[config.mk]
export PLATFORM = sky130hd
export DESIGN_NAME = addsub_arbiter_flat
export DESIGN_NICKNAME = d
export VERILOG_FILES = /design/src/rtl/alu_pkg.sv /design/src/rtl/addsub_arbiter_if.sv /design/src/rtl/addsub_16bit.sv /design/src/rtl/addsub_arbiter.sv /design/src/flat_wrapper.sv
export SDC_FILE = /design/constraint.sdc
export NUM_CORES = 1
export LEC_CHECK = 0
export CAP_MARGIN = 20
export CORE_UTILIZATION = 40
export DETAILED_ROUTE_END_ITERATION = 16
export GPL_TIMING_DRIVEN = 1
export HOLD_SLACK_MARGIN = 0.15
export PLACE_DENSITY = 0.89
export REMOVE_ABC_BUFFERS = 1
export SLEW_MARGIN = 20
export SYNTH_ARGS = -nofsm -noshare
export SYNTH_HDL_FRONTEND = slang
export SYNTH_SLANG_ARGS = --single-unit
[constraint.sdc]
create_clock -name clk -period 3.36 [get_ports clk]
set_input_delay 0.672 -clock clk [delete_from_list [all_inputs] [get_ports clk]]
set_output_delay 0.672 -clock clk [all_outputs]
set_load 0.005 [all_outputs]
[src/rtl/alu_pkg.sv]
// Shared definitions for the arbitrated 16-bit saturating adder/subtractor:
// data width, clamp constants, slot state encoding and the clamp helper.
package alu_pkg;

   localparam int DATA_W = 16;

   localparam logic [DATA_W-1:0] SAT_POS = 16'h7FFF;
   localparam logic [DATA_W-1:0] SAT_NEG = 16'h8000;

   typedef enum logic {
      IDLE = 1'b0,
      FULL = 1'b1
   } arb_state_t;

   // Clamp an 18-bit signed sum to 16 bits; returns {ovfl, result}.
   function automatic logic [DATA_W:0] saturate(input logic [DATA_W+1:0] wide);
      logic [DATA_W:0] res;
      if ((wide[DATA_W+1:DATA_W-1] == 3'b000) || (wide[DATA_W+1:DATA_W-1] == 3'b111)) begin
         res = {1'b0, wide[DATA_W-1:0]};
      end else if (wide[DATA_W+1] == 1'b1) begin
         res = {1'b1, SAT_NEG};
      end else begin
         res = {1'b1, SAT_POS};
      end
      return res;
   endfunction

endpackage

[src/rtl/addsub_arbiter_if.sv]
// Request/response bundle between two requesters plus a consumer and the
// shared adder arbiter.
interface addsub_arbiter_if;
   import alu_pkg::*;

   logic              req0_valid;
   logic              req0_ready;
   logic [DATA_W-1:0] req0_a;
   logic [DATA_W-1:0] req0_b;
   logic              req0_sub;

   logic              req1_valid;
   logic              req1_ready;
   logic [DATA_W-1:0] req1_a;
   logic [DATA_W-1:0] req1_b;
   logic              req1_sub;

   logic              resp_valid;
   logic              resp_ready;
   logic              resp_id;
   logic [DATA_W-1:0] resp_sum;
   logic              resp_ovfl;

   modport master (
      output req0_valid, req0_a, req0_b, req0_sub,
      output req1_valid, req1_a, req1_b, req1_sub,
      output resp_ready,
      input  req0_ready, req1_ready,
      input  resp_valid, resp_id, resp_sum, resp_ovfl
   );

   modport slave (
      input  req0_valid, req0_a, req0_b, req0_sub,
      input  req1_valid, req1_a, req1_b, req1_sub,
      input  resp_ready,
      output req0_ready, req1_ready,
      output resp_valid, resp_id, resp_sum, resp_ovfl
   );

endinterface

[src/rtl/addsub_16bit.sv]
// 16-bit signed saturating adder/subtractor; pad_i is a spare carry-in that
// the arbiter ties low.
module addsub_16bit
   import alu_pkg::*;
(
   input  logic [DATA_W-1:0] a_i,
   input  logic [DATA_W-1:0] b_i,
   input  logic              sub_i,
   input  logic              pad_i,
   output logic [DATA_W-1:0] sum_o,
   output logic              ovfl_o
);

   logic [DATA_W+1:0] a_ext_s;
   logic [DATA_W+1:0] b_ext_s;
   logic [DATA_W+1:0] wide_s;
   logic [DATA_W:0]   sat_s;

   // Two guard bits keep A - B and the extra carry-ins from wrapping.
   assign a_ext_s = {{2{a_i[DATA_W-1]}}, a_i};
   assign b_ext_s = sub_i ? ~{{2{b_i[DATA_W-1]}}, b_i} : {{2{b_i[DATA_W-1]}}, b_i};
   assign wide_s  = a_ext_s + b_ext_s
                  + {{(DATA_W+1){1'b0}}, sub_i}
                  + {{(DATA_W+1){1'b0}}, pad_i};
   assign sat_s   = saturate(wide_s);
   assign sum_o   = sat_s[DATA_W-1:0];
   assign ovfl_o  = sat_s[DATA_W];

endmodule

[src/rtl/addsub_arbiter.sv]
// Round-robin arbiter sharing one saturating adder between two requesters,
// with a single registered response slot that accepts backpressure.
module addsub_arbiter #(
   parameter int FIRST_PRIO = 0
) (
   input logic              clk,
   input logic              rst_n,
   addsub_arbiter_if.slave  bus
);
   import alu_pkg::*;

   localparam logic LAST_RST = (FIRST_PRIO == 0) ? 1'b1 : 1'b0;

   arb_state_t        state_q;
   logic              last_grant_q;
   logic              resp_id_q;
   logic [DATA_W-1:0] resp_sum_q;
   logic              resp_ovfl_q;

   logic              can_issue_s;
   logic [1:0]        grant_s;
   logic              load_s;
   logic [DATA_W-1:0] op_a_s;
   logic [DATA_W-1:0] op_b_s;
   logic              op_sub_s;
   logic [DATA_W-1:0] sum_d;
   logic              ovfl_d;

   // One-hot grant; on a tie the requester that did not win last time goes.
   function automatic logic [1:0] rr_grant(input logic en, input logic v0,
                                           input logic v1, input logic last);
      logic [1:0] g;
      g = 2'b00;
      if (!en) begin
         g = 2'b00;
      end else if (v0 && v1) begin
         g = last ? 2'b01 : 2'b10;
      end else begin
         g = {v1, v0};
      end
      return g;
   endfunction

   assign can_issue_s = (state_q == IDLE) || bus.resp_ready;
   assign grant_s     = rr_grant(can_issue_s, bus.req0_valid, bus.req1_valid, last_grant_q);
   assign load_s      = grant_s[0] | grant_s[1];

   // Operand mux in front of the shared adder, steered by the grant.
   always_comb begin
      op_a_s   = bus.req0_a;
      op_b_s   = bus.req0_b;
      op_sub_s = bus.req0_sub;
      if (grant_s[1]) begin
         op_a_s   = bus.req1_a;
         op_b_s   = bus.req1_b;
         op_sub_s = bus.req1_sub;
      end else begin
         op_a_s   = bus.req0_a;
         op_b_s   = bus.req0_b;
         op_sub_s = bus.req0_sub;
      end
   end

   addsub_16bit u_addsub (
      .a_i    (op_a_s),
      .b_i    (op_b_s),
      .sub_i  (op_sub_s),
      .pad_i  (1'b0),
      .sum_o  (sum_d),
      .ovfl_o (ovfl_d)
   );

   // Response slot FSM: a grant loads the slot even while the old result is consumed.
   always_ff @(posedge clk or negedge rst_n) begin
      if (!rst_n) begin
         state_q      <= IDLE;
         last_grant_q <= LAST_RST;
         resp_id_q    <= 1'b0;
         resp_sum_q   <= {DATA_W{1'b0}};
         resp_ovfl_q  <= 1'b0;
      end else begin
         if (load_s) begin
            resp_id_q    <= grant_s[1];
            resp_sum_q   <= sum_d;
            resp_ovfl_q  <= ovfl_d;
            last_grant_q <= grant_s[1];
         end else begin
            last_grant_q <= last_grant_q;
         end
         case (state_q)
            IDLE: begin
               state_q <= load_s ? FULL : IDLE;
            end
            FULL: begin
               if (load_s) begin
                  state_q <= FULL;
               end else if (bus.resp_ready) begin
                  state_q <= IDLE;
               end else begin
                  state_q <= FULL;
               end
            end
            default: begin
               state_q <= IDLE;
            end
         endcase
      end
   end

   assign bus.req0_ready = grant_s[0];
   assign bus.req1_ready = grant_s[1];
   assign bus.resp_valid = (state_q == FULL);
   assign bus.resp_id    = resp_id_q;
   assign bus.resp_sum   = resp_sum_q;
   assign bus.resp_ovfl  = resp_ovfl_q;

endmodule

[src/flat_wrapper.sv]
// flat-port wrapper written by rule: the top's interface ports become plain ports
module addsub_arbiter_flat import alu_pkg::*;
#(
   parameter int FIRST_PRIO = 0
)
  (clk, rst_n, bus_req0_valid, bus_req0_a, bus_req0_b, bus_req0_sub, bus_req1_valid, bus_req1_a, bus_req1_b, bus_req1_sub, bus_resp_ready, bus_req0_ready, bus_req1_ready, bus_resp_valid, bus_resp_id, bus_resp_sum, bus_resp_ovfl);
  addsub_arbiter_if bus_i ();
  input logic clk;
  input logic rst_n;
  input wire logic [$bits(bus_i.req0_valid)-1:0] bus_req0_valid;
  input wire logic [$bits(bus_i.req0_a)-1:0] bus_req0_a;
  input wire logic [$bits(bus_i.req0_b)-1:0] bus_req0_b;
  input wire logic [$bits(bus_i.req0_sub)-1:0] bus_req0_sub;
  input wire logic [$bits(bus_i.req1_valid)-1:0] bus_req1_valid;
  input wire logic [$bits(bus_i.req1_a)-1:0] bus_req1_a;
  input wire logic [$bits(bus_i.req1_b)-1:0] bus_req1_b;
  input wire logic [$bits(bus_i.req1_sub)-1:0] bus_req1_sub;
  input wire logic [$bits(bus_i.resp_ready)-1:0] bus_resp_ready;
  output wire logic [$bits(bus_i.req0_ready)-1:0] bus_req0_ready;
  output wire logic [$bits(bus_i.req1_ready)-1:0] bus_req1_ready;
  output wire logic [$bits(bus_i.resp_valid)-1:0] bus_resp_valid;
  output wire logic [$bits(bus_i.resp_id)-1:0] bus_resp_id;
  output wire logic [$bits(bus_i.resp_sum)-1:0] bus_resp_sum;
  output wire logic [$bits(bus_i.resp_ovfl)-1:0] bus_resp_ovfl;
  assign bus_i.req0_valid = bus_req0_valid;
  assign bus_i.req0_a = bus_req0_a;
  assign bus_i.req0_b = bus_req0_b;
  assign bus_i.req0_sub = bus_req0_sub;
  assign bus_i.req1_valid = bus_req1_valid;
  assign bus_i.req1_a = bus_req1_a;
  assign bus_i.req1_b = bus_req1_b;
  assign bus_i.req1_sub = bus_req1_sub;
  assign bus_i.resp_ready = bus_resp_ready;
  assign bus_req0_ready = bus_i.req0_ready;
  assign bus_req1_ready = bus_i.req1_ready;
  assign bus_resp_valid = bus_i.resp_valid;
  assign bus_resp_id = bus_i.resp_id;
  assign bus_resp_sum = bus_i.resp_sum;
  assign bus_resp_ovfl = bus_i.resp_ovfl;
  addsub_arbiter #(.FIRST_PRIO(FIRST_PRIO)) u_core (.clk(clk), .rst_n(rst_n), .bus(bus_i));
endmodule
# == Word level (Yosys, flattened, before mapping) ==
# Cells that the tools add are included.
# op_classes
addsub,2
reduce_logical,4
eq_ne,1
muxes,13
bitwise,3
# op_table
cell,n
two-way mux 16 bit,3
adder 18 x 1 -> 18 bit,1
adder 18 bit,1
two-way mux 18 bit,1
inverter 18 bit,1
two-way mux 17 bit,1
two-way mux 2 bit,3
two-way mux 1 bit,4
"equality test 3 bit, second input constant",1
logical NOT 3 bit,1
logical OR 1 bit,2
one-hot mux 1 bit (2 select lines),1
logical AND 1 bit,1
inverter 1 bit,1
bitwise OR 1 bit,1
# word_totals
wordCells,28
out_inout_bits,21
in_bits,71
register_bits,20

# == Logic depth before layout (Yosys ltp) ==
# depth
word_depth,11
mapped_depth,17
depth_no_buf,14

# == By module ==
# Synthesis repeated with hierarchy kept, for this count alone.
# hier_totals
hier_cells,279
hier_area_um2,2700.1
# modules_own_cells
mod,seq_area_each_um2,cells_per_inst,instances,area_each_um2
addsub_16bit,0.0,191,1,1452.6
addsub_arbiter,501.7,88,1,1247.4

# == Worst setup path after synthesis ==
# OpenSTA, ideal clock, no wires.
# synth_timing
kind,input to register
from,in bus_resp_ready
to,"reg u_core.resp_sum_q[3], in the netlist u_core.bus.resp_sum[3]"
setup_time_ns,0.126
path_buffers,3
arrival_time_ns,3.928
setup_slack_ns,-0.694
path_stages,14
t_required_ns,3.234
cell_sequence,nand2b_1 buf_2 nand3_1 mux2i_2 buf_2 xor2_1 ha_1 a211oi_2 nor2_1 o21ai_1 o2111ai_4 o211a_2 buf_6 a221o_1
# synth_via
elab_chain_len,10
elab_cells_between_ends,15
classes_between,2 x add/sub; 1 x eq/ne; 7 x mux; 2 x bitwise; 3 x reduce/logical
# synth_rtl
item,line,rtl
"start, declared",flat_wrapper.sv:18,input wire logic [$bits(bus_i.resp_ready)-1:0] bus_resp_ready;
logical OR 1 bit *,addsub_arbiter.sv:44,assign can_issue_s = (state_q == IDLE) || bus.resp_ready;
two-way mux 2 bit *,addsub_arbiter.sv:34,if (!en) begin
two-way mux 16 bit,addsub_arbiter.sv:53,if (grant_s[1]) begin
inverter 18 bit,addsub_16bit.sv:21,"assign b_ext_s = sub_i ? ~{{2{b_i[DATA_W-1]}}, b_i} : {{2{b_i[DATA_W-1]}}, b_i};"
two-way mux 18 bit,addsub_16bit.sv:21,
adder 18 bit,addsub_16bit.sv:22,assign wide_s = a_ext_s + b_ext_s
adder 18 x 1 -> 18 bit,addsub_16bit.sv:23,"+ {{(DATA_W+1){1'b0}}, sub_i}"
equality test 3 bit / logical NOT 3 bit (equally long branches),alu_pkg.sv:18,if ((wide[DATA_W+1:DATA_W-1] == 3'b000) || (wide[DATA_W+1:DATA_W-1] == 3'b111)) begin
logical OR 1 bit,alu_pkg.sv:18,
two-way mux 17 bit,alu_pkg.sv:18,
"end signal, assigned",addsub_arbiter.sv:79,resp_sum_q <= {DATA_W{1'b0}};
"end signal, assigned",addsub_arbiter.sv:84,resp_sum_q <= sum_d;
"end, declared",addsub_arbiter.sv:17,logic [DATA_W-1:0] resp_sum_q;
# Mark *: on every way between the ends. The rest lies on a longest branch, timed or not.
# A chain may end at the register's enable or synchronous reset.

# == Final worst setup path ==
# layout_timing
from,in bus_resp_ready
to,"reg u_core.resp_sum_q[1], in the netlist u_core.bus.resp_sum[1]"
# The elaborated chain is that of the path after synthesis.

==> reports/results.ini <==
[status]
status = finished, violations left
violations = negative setup slack

[timing]
worst_slack_ns = -0.251
slew-limit-headroom = 0.365
grt_setup_unrepaired = true
min_period_ns = 3.61
fin_skew_ns = 0.00564
finalHoldViolCount = 0
setup_viol = 16
fin_crit_sh = 1.07
tightest_slew_ns = 0.949
fmax_mhz = 277
timing.final.max_slew_violations = 0
hold_ws_ns = 0.521

[run]
drv_cap = 0

[clocking]
h-tree-depth = 1
clk_latency_ns = 0.25
clk_pin_slew_ns = 0.08
cts_tree = yes
clockRootBuffer = clkbuf_8
cts_sinks = 20
cts_hold_repair.buffers = 0
clockBufferDepth = 2
numCtsBuffers = 3

[final_layout]
final_layout_size_suffix_gt1_frac = 0.305
layout_commonest_cell = clkdlybuf4s50_1
utilization = 0.751
finalInstanceArea_um2 = 4140
mostFrequentLayoutCells = clkdlybuf4s50_1, buf_4, nand2_1
syn_to_final_growth_pct = 80.3
final_nets = 530
num-fill-cells = 355
regArea_um2 = 502
multiInputGateArea_um2 = 1890
antenna_cells = 0

[yosys]
synth_top_area_cell = dfrtp_1
synthDistinctLibCells = 55
synth-xor-area-share = 0.107
synth.area.top_cells = dfrtp_1, nand2_1, xor2_1
synth.area.mux_share = 0.0872
syn_inst = 279
synth_top_family_by_area = compound AO/OA/AOI/OAI gates
ys_seq_area_frac = 0.219
synthSimpleGateAreaFrac = 0.213
yosysTopAreaCellShare = 0.207
synth-compound-area-share = 0.235
syn-cell-area_um2 = 2290
synth-adder-area-share = 0.0905
synth_edf_count = 0
syn_avg_cell_area_um2 = 8.22
ys_ff_latch = 20
ys_warn_count = 0
ys.flop_type = dfrtp_1
async_flop_share = 1.00

[pwr]
p_per_area_nw_per_um2 = 573
p_leak_nw = 1.92
power_frac_clock = 0.076
combPwrFrac = 0.736
pwr-share-seq = 0.188
p_switching_mw = 0.957
p_sw_frac = 0.404
intPower_mw = 1.41
irDropWorstVdd_mv = 0.340
fin_total_pwr_mw = 2.37

[setup_path]
path_buf_inv = 3
critPathMaxStageDelay_ns = 0.39
cp_top_family = compound AO/OA/AOI/OAI gates
worstPathArrival_ns = 3.74
critPathLaunchType = input pin
path_class = input pin to register
critPathSlowestCell = ha_1
critPathCaptureType = register
crit_chain = buf_6 > nand2b_4 > nand3_4 > mux2i_4 > buf_6 > xor2_1 > ha_1 > nand2_2 > o211ai_1 > nand4_1 > o211ai_1 > o211a_1 > nor4_4 > buf_12 > a221o_1
cp.required_ns = 3.49
critPathMaxFanout = 15

[drt]
wire_per_inst_um = 16.7
avgViaCountPerCell = 5.53
drc = 0
via_count = 2844
dr.pass1.iters = 4
ant_nets = 0
drt_iter0_drc = 222
wl_um = 8570

[floorplanning]
initial_core_util = 0.417
core-area_um2 = 5510
die_y_um = 77.7
die_w_um = 77.7
die_area_um2 = 6040
ios = 92
rows = 27

[placement]
postPlaceCellArea_um2 = 3720
port-buffer-count = 91
routabilityCongestion = 0.894
dpl.hpwl_um = 5650

[global_route]
grt_max_degree = 21
grt_pass1_wl_um = 13100
grt_pass1_vias = 2774
gr-total-overflow = 0
track_usage = 0.272
antenna_found_initial = 0

[min_path]
worstHoldPathType = register to register

[worst reg2reg max path: stages (launching register included)]
cell and delay, ns:
dfstp_2 0.55, nand2_2 0.08, nand3_4 0.13, mux2i_4 0.37, buf_6 0.20, xor2_1 0.10, ha_1 0.39, nand2_2 0.09
o211ai_1 0.33, nand4_1 0.24, o211ai_1 0.19, o211a_1 0.25, nor4_4 0.08, buf_12 0.17, a221o_1 0.30
[layout make-up]
type,instances,share of cell area
well taps,72,0.0218
repair buffers,171,0.378
multi-input cells,236,0.456
flip-flops and latches,20,0.121
clock buffers,4,0.0133
inverters,11,0.00998
[power groups by stage]
stage               clock [mW]  combinational [mW]  sequential, mW
finish                   0.181                1.74           0.444
CTS                      0.180                1.61           0.433
global placement             0                1.40           0.428
global route             0.193                1.87           0.449
detailed placement           0                1.45           0.433
floorplan                    0               0.727           0.423
[through the flow]
step | instances | setup TNS [ns] | setup WS (ns)
after floorplan | 266 | -31.04 | -1.90
after global placement | 492 | -13.74 | -0.874
after detailed placement | 492 | -15.67 | -0.994
after CTS | 511 | -0.758 | -0.0880
after global routing | 514 | -5.70 | -0.389
final | 514 | -3.30 | -0.251
[synth_stat cells, types with 2 or more instances]
cell type   n
nand2_1    64
o21ai_0    11
nand2b_1    5
xnor2_1     6
a21oi_1    18
a211oi_1    2
a221o_1    15
nand4_1     3
inv_1      11
o211ai_1    2
o21ai_1     4
a211oi_2    2
dfrtp_1    19
o21a_1      3
nand3_1     3
mux2i_1    16
ha_1       15
clkbuf_1    6
nor2_1     11
nor3_1      2
xor2_1     22
buf_6       2
buf_2       5
[final timing paths]
| path | to | from | slack [ns] | cells after the start |
|---|---|---|---|---|
| max in group asynchronous | u_core.bus.resp_valid | rst_n | 1.84 | 1 |
| max reg2reg | u_core.bus.resp_sum[1] | u_core.last_grant_q | -0.22 | 14 |
| max | u_core.bus.resp_sum[1] | bus_resp_ready | -0.25 | 15 |
| min reg2reg | u_core.bus.resp_ovfl | u_core.bus.resp_ovfl | 0.52 | 2 |
| min | u_core.bus.resp_ovfl | u_core.bus.resp_ovfl | 0.52 | 2 |
| min in group asynchronous | u_core.bus.resp_sum[4] | rst_n | 0.94 | 1 |
[registers in the layout, indices dropped and copies added (netlist names)]
name,flops
u_core.last_grant_q,1
u_core.bus.resp_valid,1
u_core.bus.resp_id,1
u_core.bus.resp_sum,16
u_core.bus.resp_ovfl,1
[repair_timing]
action | CTS | global route
gates resized for setup | 45 | 19
gates cloned | 2 | 0
pin swaps | 28 | 18
hold endpoints to repair | 0 | 0
setup buffers | 13 | 3
endpoints found under the setup margin | 17 | 17
[layer usage]
metal | global-route usage | share of wire
met1 | 0.311 | 0.39
met2 | 0.511 | 0.52
met3 | 0.0306 | 0.058
met4 | 0.108 | 0.037
met5 | 0 | 0
[cell families (layout without fill, tap and decap cells)]
family                   Yosys count  count (layout)
AND/OR/NAND/NOR                  101             101
flip-flops                        20              20
multiplexers                      19              19
AO/OA/AOI/OAI                     71              72
XOR/XNOR                          28              28
buffers and inverters             24             186
adder cells (fa/ha/maj)           16              16
(Power assumes the default switching activity.)
